--- src/rtl/alu_pkg.sv ---
// ---------------------------------------------------------------------------
// alu_pkg
// Shared definitions for the lab ALU datapath blocks.
//   - DEFAULT_WIDTH : default operand width of the divide path
//   - state_t       : sequential divider state encoding (IDLE/RUN/DONE)
// ---------------------------------------------------------------------------
package alu_pkg;

    localparam int DEFAULT_WIDTH = 4;

    typedef enum logic [1:0] {
        IDLE = 2'b00,
        RUN  = 2'b01,
        DONE = 2'b10
    } state_t;

endpackage : alu_pkg

--- src/rtl/addsub_w.sv ---
// ---------------------------------------------------------------------------
// addsub_w
// Parameterised ripple-carry adder/subtractor.
// cin doubles as the subtract select: when 1 the b operand is inverted and
// the carry-in of 1 completes the two's complement, giving a - b.
// Ports:
//   a    in  W  first operand
//   b    in  W  second operand
//   cin  in  1  carry-in / subtract select
//   sum  out W  result
//   cout out 1  carry-out (1 = no borrow when subtracting)
// ---------------------------------------------------------------------------
module addsub_w #(
    parameter int W = 5
) (
    input  logic [W-1:0] a,
    input  logic [W-1:0] b,
    input  logic         cin,
    output logic [W-1:0] sum,
    output logic         cout
);

    // Bit-serial carry ripple from LSB to MSB.
    always_comb begin
        logic carry;
        logic bx;
        carry = cin;
        sum   = {W{1'b0}};
        for (int i = 0; i < W; i++) begin
            bx     = b[i] ^ cin;
            sum[i] = a[i] ^ bx ^ carry;
            carry  = (a[i] & bx) | (a[i] & carry) | (bx & carry);
        end
        cout = carry;
    end

endmodule : addsub_w

--- src/rtl/div_seq.sv ---
// ---------------------------------------------------------------------------
// div_seq
// Sequential restoring divider for unsigned WIDTH-bit operands, producing one
// quotient bit per clock through a single (WIDTH+1)-bit subtract stage.
// Ports:
//   clk          in  1      rising-edge clock
//   rst_n        in  1      asynchronous active-low reset
//   start        in  1      request, accepted only in IDLE or DONE
//   dividend     in  WIDTH  unsigned dividend, captured on accepted start
//   divisor      in  WIDTH  unsigned divisor, captured on accepted start
//   busy         out 1      high while iterating (state RUN)
//   done         out 1      one-cycle pulse, results valid from this cycle
//   quotient     out WIDTH  registered quotient
//   remainder    out WIDTH  registered remainder
//   div_by_zero  out 1      registered zero-divisor flag for the last result
// ---------------------------------------------------------------------------
module div_seq
    import alu_pkg::*;
#(
    parameter int WIDTH = DEFAULT_WIDTH
) (
    input  logic             clk,
    input  logic             rst_n,
    input  logic             start,
    input  logic [WIDTH-1:0] dividend,
    input  logic [WIDTH-1:0] divisor,
    output logic             busy,
    output logic             done,
    output logic [WIDTH-1:0] quotient,
    output logic [WIDTH-1:0] remainder,
    output logic             div_by_zero
);

    localparam int CNT_W = $clog2(WIDTH) + 1;

    state_t             state_q,     state_d;
    logic [WIDTH:0]     a_q,         a_d;
    logic [WIDTH-1:0]   q_q,         q_d;
    logic [WIDTH:0]     d_q,         d_d;
    logic [CNT_W-1:0]   cnt_q,       cnt_d;
    logic               busy_q,      busy_d;
    logic               done_q,      done_d;
    logic [WIDTH-1:0]   quotient_q,  quotient_d;
    logic [WIDTH-1:0]   remainder_q, remainder_d;
    logic               dbz_q,       dbz_d;

    logic [WIDTH:0]     a_shift_s;
    logic [WIDTH:0]     trial_s;
    logic               no_borrow_s;
    logic [WIDTH:0]     a_next_s;
    logic [WIDTH-1:0]   q_next_s;

    // {A,Q} shifted left: the MSB of Q moves into the LSB of A.
    assign a_shift_s = {a_q[WIDTH-1:0], q_q[WIDTH-1]};

    addsub_w #(
        .W (WIDTH + 1)
    ) u_addsub (
        .a    (a_shift_s),
        .b    (d_q),
        .cin  (1'b1),
        .sum  (trial_s),
        .cout (no_borrow_s)
    );

    // Restore step: keep the shifted A when the trial subtraction borrowed.
    assign a_next_s = no_borrow_s ? trial_s : a_shift_s;
    assign q_next_s = {q_q[WIDTH-2:0], no_borrow_s};

    // Next-state, datapath and output-register computation.
    always_comb begin
        state_d     = state_q;
        a_d         = a_q;
        q_d         = q_q;
        d_d         = d_q;
        cnt_d       = cnt_q;
        quotient_d  = quotient_q;
        remainder_d = remainder_q;
        dbz_d       = dbz_q;

        case (state_q)
            IDLE, DONE: begin
                if (start) begin
                    if (divisor != {WIDTH{1'b0}}) begin
                        a_d     = {(WIDTH + 1){1'b0}};
                        q_d     = dividend;
                        d_d     = {1'b0, divisor};
                        cnt_d   = CNT_W'(WIDTH);
                        state_d = RUN;
                    end else begin
                        // Zero divisor bypasses iteration entirely.
                        quotient_d  = {WIDTH{1'b1}};
                        remainder_d = dividend;
                        dbz_d       = 1'b1;
                        state_d     = DONE;
                    end
                end else begin
                    state_d = IDLE;
                end
            end
            RUN: begin
                a_d   = a_next_s;
                q_d   = q_next_s;
                cnt_d = cnt_q - CNT_W'(1);
                if (cnt_q == CNT_W'(1)) begin
                    quotient_d  = q_next_s;
                    remainder_d = a_next_s[WIDTH-1:0];
                    dbz_d       = 1'b0;
                    state_d     = DONE;
                end else begin
                    state_d = RUN;
                end
            end
            default: begin
                state_d = IDLE;
            end
        endcase

        // Status flags are registered copies of the next state.
        busy_d = (state_d == RUN);
        done_d = (state_d == DONE);
    end

    // State, datapath and output registers.
    always_ff @(posedge clk or negedge rst_n) begin
        if (!rst_n) begin
            state_q     <= IDLE;
            a_q         <= {(WIDTH + 1){1'b0}};
            q_q         <= {WIDTH{1'b0}};
            d_q         <= {(WIDTH + 1){1'b0}};
            cnt_q       <= {CNT_W{1'b0}};
            busy_q      <= 1'b0;
            done_q      <= 1'b0;
            quotient_q  <= {WIDTH{1'b0}};
            remainder_q <= {WIDTH{1'b0}};
            dbz_q       <= 1'b0;
        end else begin
            state_q     <= state_d;
            a_q         <= a_d;
            q_q         <= q_d;
            d_q         <= d_d;
            cnt_q       <= cnt_d;
            busy_q      <= busy_d;
            done_q      <= done_d;
            quotient_q  <= quotient_d;
            remainder_q <= remainder_d;
            dbz_q       <= dbz_d;
        end
    end

    assign busy        = busy_q;
    assign done        = done_q;
    assign quotient    = quotient_q;
    assign remainder   = remainder_q;
    assign div_by_zero = dbz_q;

endmodule : div_seq
--- config.mk ---
export PLATFORM = sky130hd
export DESIGN_NAME = div_seq
export DESIGN_NICKNAME = d
export VERILOG_FILES = /design/src/rtl/alu_pkg.sv /design/src/rtl/addsub_w.sv /design/src/rtl/div_seq.sv
export SDC_FILE = /design/constraint.sdc
export NUM_CORES = 1
export LEC_CHECK = 0
export CORE_AREA = 2 2 64 66
export CTS_CLUSTER_DIAMETER = 40
export DETAILED_ROUTE_END_ITERATION = 12
export DIE_AREA = 0 0 66 68
export REMOVE_ABC_BUFFERS = 1
export SLEW_MARGIN = 15
export SYNTH_ARGS = -nofsm -noshare
export SYNTH_HDL_FRONTEND = slang
export SYNTH_HIERARCHICAL = 1
export SYNTH_SLANG_ARGS = --single-unit
--- constraint.sdc ---
create_clock -name clk -period 3 [get_ports clk]
set_input_delay 0.6 -clock clk [delete_from_list [all_inputs] [get_ports clk]]
set_output_delay 0.6 -clock clk [all_outputs]
set_load 0.03 [all_outputs]
Word-level counts from Yosys, hierarchy flattened
Cells that the tools add are included.
{ "totals": {"ff_bits": 28, "latchBits": 0, "ramBits": 0, "mem_bits_ro": 0, "in_bits": 11, "mem_count": 0} }
{ "classes": {"n_addsub": 1, "multipliers": 0, "div": 0, "magnitude_cmp": 0, "n_eq_ne": 9, "shifts": 0, "muxes": 26, "bitwise_logic": 33, "reduce_logical": 7} }
{ "op_table": {"columns": ["op", "n"], "rows": [
  ["$mux W4", 11],
  ["$pmux W4 S2", 4],
  ["$and A1 B1 Y1", 11],
  ["$or A1 B1 Y1", 10],
  ["$ne A2 B2 Y1 const B", 4],
  ["$xor A1 B1 Y1", 7],
  ["$mux W2", 3],
  ["$mux W3", 2],
  ["$pmux W3 S2", 1],
  ["$reduce_and A3 Y1", 2],
  ["$not A1 Y1", 5],
  ["$eq A2 B1 Y1 const B", 2],
  ["$eq A2 B2 Y1 const B", 2],
  ["$pmux W2 S2", 1],
  ["$reduce_and A4 Y1", 1],
  ["$reduce_bool A4 Y1", 1],
  ["$eq A3 B1 Y1 const B", 1],
  ["$mux W1", 3],
  ["$sub A3 B1 Y3 const B", 1],
  ["$logic_not A2 Y1", 1],
  ["$pmux W1 S2", 1],
  ["$reduce_bool A2 Y1", 1],
  ["$reduce_or A2 Y1", 1]
]} }

Logic depth before layout (Yosys ltp)
Gate-level depths: netlist of the first run.
{ "depth": {"depth_word": 19, "mapped_depth": 12, "mapped_depth_nobuf": 10} }

Hierarchy
The synthesis of the first run kept the hierarchy.
{ "modules_own_cells": {"columns": ["module", "instances", "cells_each", "area_per_inst_um2", "seq_area_each_um2"], "rows": [
  ["div_seq", 1, 120, 1308.8, 700.7],
  ["addsub_w", 1, 17, 168.9, 0.0]
]} }

Least setup slack after synthesis of the first run
OpenSTA, ideal clock, no wires.
{ "synth_timing": {"path_kind": "reg-to-reg", "from": "reg d_q[0]", "to": "reg remainder_q[0], in the netlist remainder[0]", "setup_time_ps": 125, "arrival_ps": 2541, "slack_ps": 334, "stages_incl_launch_ff": 12, "path_buffers": 1, "synth_period_minus_slack_ps": 2666, "cell_sequence": "dfrtp_1 -> mux2_2 -> fa_1 -> inv_1 -> fa_1 -> fa_1 -> inv_1 -> fa_1 -> clkbuf_1 -> mux2i_1 -> mux2i_1 -> mux2_4"} }
{ "synth_between": {"elab_chain_len": 19, "word_cells_on_any_way": 24, "cone_classes": "3 x mux; 21 x bitwise"} }
{ "synth_rtl": {"columns": ["element", "line", "source"], "rows": [
  ["start, declared", "div_seq.sv:39", "logic [WIDTH:0] d_q, d_d;"],
  ["start signal, assigned", "div_seq.sv:130", "d_q <= {(WIDTH + 1){1'b0}};"],
  ["$not A1 Y1 (no line) *", null, null],
  ["$and A1 B1 Y1", "addsub_w.sv:32", "carry = (a[i] & bx) | (a[i] & carry) | (bx & carry);"],
  ["$or A1 B1 Y1", "addsub_w.sv:32", null],
  ["$or A1 B1 Y1 *", "addsub_w.sv:32", null],
  ["$and A1 B1 Y1", "addsub_w.sv:32", null],
  ["$or A1 B1 Y1", "addsub_w.sv:32", null],
  ["$or A1 B1 Y1 *", "addsub_w.sv:32", null],
  ["$and A1 B1 Y1", "addsub_w.sv:32", null],
  ["[... 4 more ...]", null, null],
  ["$or A1 B1 Y1 *", "addsub_w.sv:32", null],
  ["$and A1 B1 Y1", "addsub_w.sv:32", null],
  ["$or A1 B1 Y1", "addsub_w.sv:32", null],
  ["$or A1 B1 Y1 *", "addsub_w.sv:32", null],
  ["named net no_borrow_s", "div_seq.sv:49", "logic no_borrow_s;"],
  ["$mux W4 *", "div_seq.sv:67", "assign a_next_s = no_borrow_s ? trial_s : a_shift_s;"],
  ["$mux W4 *", "div_seq.sv:105", "if (cnt_q == CNT_W'(1)) begin"],
  ["$pmux W4 S2 *", "div_seq.sv:81", "case (state_q)"],
  ["end signal, assigned", "div_seq.sv:135", "remainder_q <= {WIDTH{1'b0}};"],
  ["end signal, assigned", "div_seq.sv:146", "remainder_q <= remainder_d;"],
  ["end, declared", "div_seq.sv:44", "logic [WIDTH-1:0] remainder_q, remainder_d;"]
]} }
Mark *: on every way through the listed nets, which the timed path passes. The rest lies on a longest branch. The select of a mux whose other input is x is not followed.
A chain may end at the register's enable or synchronous reset.

Worst setup path in the final report of the first run
{ "layout_timing": {"from": "reg d_q[0]", "to": "reg remainder_q[3], in the netlist remainder[3]"} }
The elaborated chain is that of the path after synthesis.

==> impl_metrics.yaml, run 1 <==
critical_path:
  crit_arrival_ns: 3.04
  crit_path_end_kind: "flop"
  crit_type: "reg2reg"
  cp-startpoint: "d_q[0]"
  rr_startpoint: "d_q[0]"
  critPathMaxFanout: 5
  worst_ep_required_time_ns: 3.18
  crit_path_start_kind: "flop"
job:
  cap_violations: 0
sta:
  hold_viol: 0
  report.final.slew_viol_count: 0
  final.setup.tns_ns: 0
  post-route-period-util_pct: 95.42
  post-route-min-period_ns: 2.862
  timing.fmax_mhz: 349.3
  fin_ws_ns: 0.1375
  finalSetupViolations: 0
  rsz0062_at_grt: "false"
  worst_slew_pin_slew_ns: 0.5023
  slew_headroom_pct: 66.52
  clock_skew_ns: 0.007149
synth:
  ys_seq_area_share_pct: 47.42
  avgSynthCellArea_um2: 10.79
  netlist_area_um2: 1478
  synth.distinct_cells: 33
  synthCells: 137
  yosysWarnings: 6
  ys_ff_latch: 28
die:
  core-area_um2: 3856
  rows: 23
  initial_core_util_pct: 38.32
  num_io_pins: 22
  dieArea_um2: 4488
  fp.dieW_um: 66
  dieHeight_um: 68
power:
  pwr_density_cell_nw_per_um2: 1141
  irDropWorstVdd_uv: 519.6
  leakagePower_nw: 0.8107
  power.total_w: 0.002029
clock_network:
  clk_pin_slew_worst_paths_ns: 0.10
  clk_path_buf_depth: 2
  cts-buffers-inserted: 3
  cts_tree: "yes"
  cts_htree_levels: 1
  hold_buffers: 0
  cts.sinks: 28
  cts-resized-gates: 0
  clock_latency_ns: 0.28
  cts_setup_buffers: 0
  cts-root-buf: "clkbuf_8"
global_routing:
  grt_util_met3_pct: 2.961
  met1_usage_pct: 19.96
  grtUsageTotal_pct: 15.66
  grt_max_degree: 29
  grt_pass1_wl_mm: 5.188
  top_usage_layer: "met2"
  gr-total-overflow: 0
  antenna_found_initial: 0
  use_met2_pct: 24.87
  grt_pass1_vias: 1083
drt:
  ant_nets: 0
  vias: 1031
  drtIter0Drc: 21
  drt-wirelength-per-cell_um: 15.01
  first_pass_iters: 4
  via_per_inst: 4.981
  routed_wl_mm: 3.108
  drc: 0
run_status:
  status: "completed"
placement:
  gp_congestion: 0.8985
  dpl.hpwl_mm: 2.260
  io_buffers: 21
  dp_slack_ns: 0.1515
cells_and_area:
  layout.nets: 175
  areaGrowthSynthToFinish_pct: 20.32
  antenna_cells: 0
  n_fill_cell: 391
  ff_latch_area_um2: 700.7
  layout-drive-gt1-share_pct: 10.83
  multi_input_area_um2: 674.4
worst_hold_path:
  hold_start: "div_by_zero"
  holdCritPathClass: "reg2reg"
flip-flops by register name, summed over array words and instances, names as in the netlist:
name and cells:
done 1, d_q 4, div_by_zero 1, q_q 4, remainder 4, busy 1, state_q 2, quotient 4
cnt_q 3, a_q 4
metrics by stage:
stage | cell area, um2 | std cells | util [%] | hold slack (ns)
detailed placement | 1723 | 203 | 44.68 | 0.4928
floorplan | 1420 | 128 | - | 0.3044
global placement | 1723 | 203 | 44.68 | 0.4809
CTS | 1778 | 207 | 46.11 | 0.5206
global route | 1778 | 207 | 46.11 | 0.5435
finish | 1778 | 207 | 46.11 | 0.5161
area by class of cell:
type	instances	share of cell area (%)
Clock buffer	4	3.096
Inverter	12	2.533
Multi-Input combinational cell	88	37.93
Sequential cell	28	39.41
Tap cell	50	3.519
Timing Repair Buffer	25	13.51
power by group:
part / switching, W / leakage (nW) / internal [W]
Combinational: 0.000593 / 0.446 / 0.000506
Sequential: 0.000127 / 0.336 / 0.000561
Clock: 0.000124 / 0.0288 / 0.000118
worst paths after layout:
kind                                end  cells past startpoint  slack [ns]
max in group asynchronous        d_q[3]                      2        2.04
hold / removal              div_by_zero                      2        0.52
setup / recovery           remainder[3]                     10        0.14
hold reg to reg             div_by_zero                      2        0.52
setup reg to reg           remainder[3]                     10        0.14
min in group asynchronous   quotient[2]                      2        0.68
logic make-up after synthesis:
kind of cell / Yosys count / share of synthesized area, %
flip-flops: 28 / 47.42
XOR/XNOR: 5 / 2.964
multiplexers: 14 / 11.01
AND/OR/NAND/NOR: 25 / 9.484
adder cells (fa/ha/maj): 6 / 7.113
buffers and inverters: 21 / 6.943
AO/OA/AOI/OAI: 36 / 14.56
other: 2 / 0.5082
critical path: stages, from the launching register on:
cell and delay (ns):
dfrtp_1 0.40, mux2_2 0.36, fa_1 0.36, inv_1 0.08, fa_1 0.18, fa_1 0.17, inv_1 0.06, fa_1 0.51
mux2i_1 0.26, mux2i_1 0.12, mux2_4 0.27
synth_stat cells (all sizes together):
cell / count / share of area [%]
a21boi: 1 / 0.51
a21o: 2 / 1.0
a21oi: 8 / 2.7
a22o: 4 / 2.4
a31oi: 4 / 1.7
and2b: 2 / 1.0
and3: 1 / 0.42
buf: 7 / 3.4
clkbuf: 2 / 0.51
conb: 2 / 0.51
dfrtp: 28 / 47
fa: 4 / 5.4
ha: 2 / 1.7
inv: 12 / 3.0
mux2: 6 / 5.6
mux2i: 8 / 5.4
nand2: 10 / 2.7
nand2b: 2 / 0.85
nor2: 5 / 1.3
nor2b: 1 / 0.42
nor4: 1 / 0.85
nor4bb: 1 / 0.68
o211ai: 1 / 0.51
o21ai: 12 / 4.1
o22ai: 4 / 1.7
or2b: 1 / 0.51
or4: 1 / 0.76
xnor2: 2 / 1.2
xor2: 3 / 1.8
layer usage:
metal | vias to the layer above | wire [um]
met5 | - | 0
met4 | 0 | 85
met3 | 7 | 75
met2 | 16 | 1545
met1 | 510 | 1402
li1 | 498 | -
placed cells by master, fill, tap and decap left out, drive strengths merged:
cell	synthesis	routed
or4	1	1
nor2b	1	1
and3	1	1
mux2i	8	8
nor2	5	5
o211ai	1	1
xnor2	2	2
nand2b	2	2
a22o	4	4
xor2	3	3
and2b	2	2
nand2	10	10
or2b	1	1
a21oi	8	8
dfrtp	28	28
nor4	1	1
fa	4	4
o21ai	12	12
buf	7	4
nor4bb	1	1
ha	2	2
clkbuf	2	4
inv	12	12
a21o	2	2
o22ai	4	4
a31oi	4	4
a21boi	1	1
conb	2	2
clkdlybuf4s50	0	21
mux2	6	6
Power figures use the tool's default switching activity.
==> inputs of run 2 (changes only) <==
--- a/config.mk
+++ b/config.mk
@@ -5,6 +5,7 @@
 export SDC_FILE = /design/constraint.sdc
 export NUM_CORES = 1
 export LEC_CHECK = 0
+export ABC_AREA = 0
 export CORE_AREA = 2 2 64 66
 export CTS_CLUSTER_DIAMETER = 40
 export DETAILED_ROUTE_END_ITERATION = 12
==> results of run 2 <==
No change in the layout: final DEF, timing and power equal those of run 1.
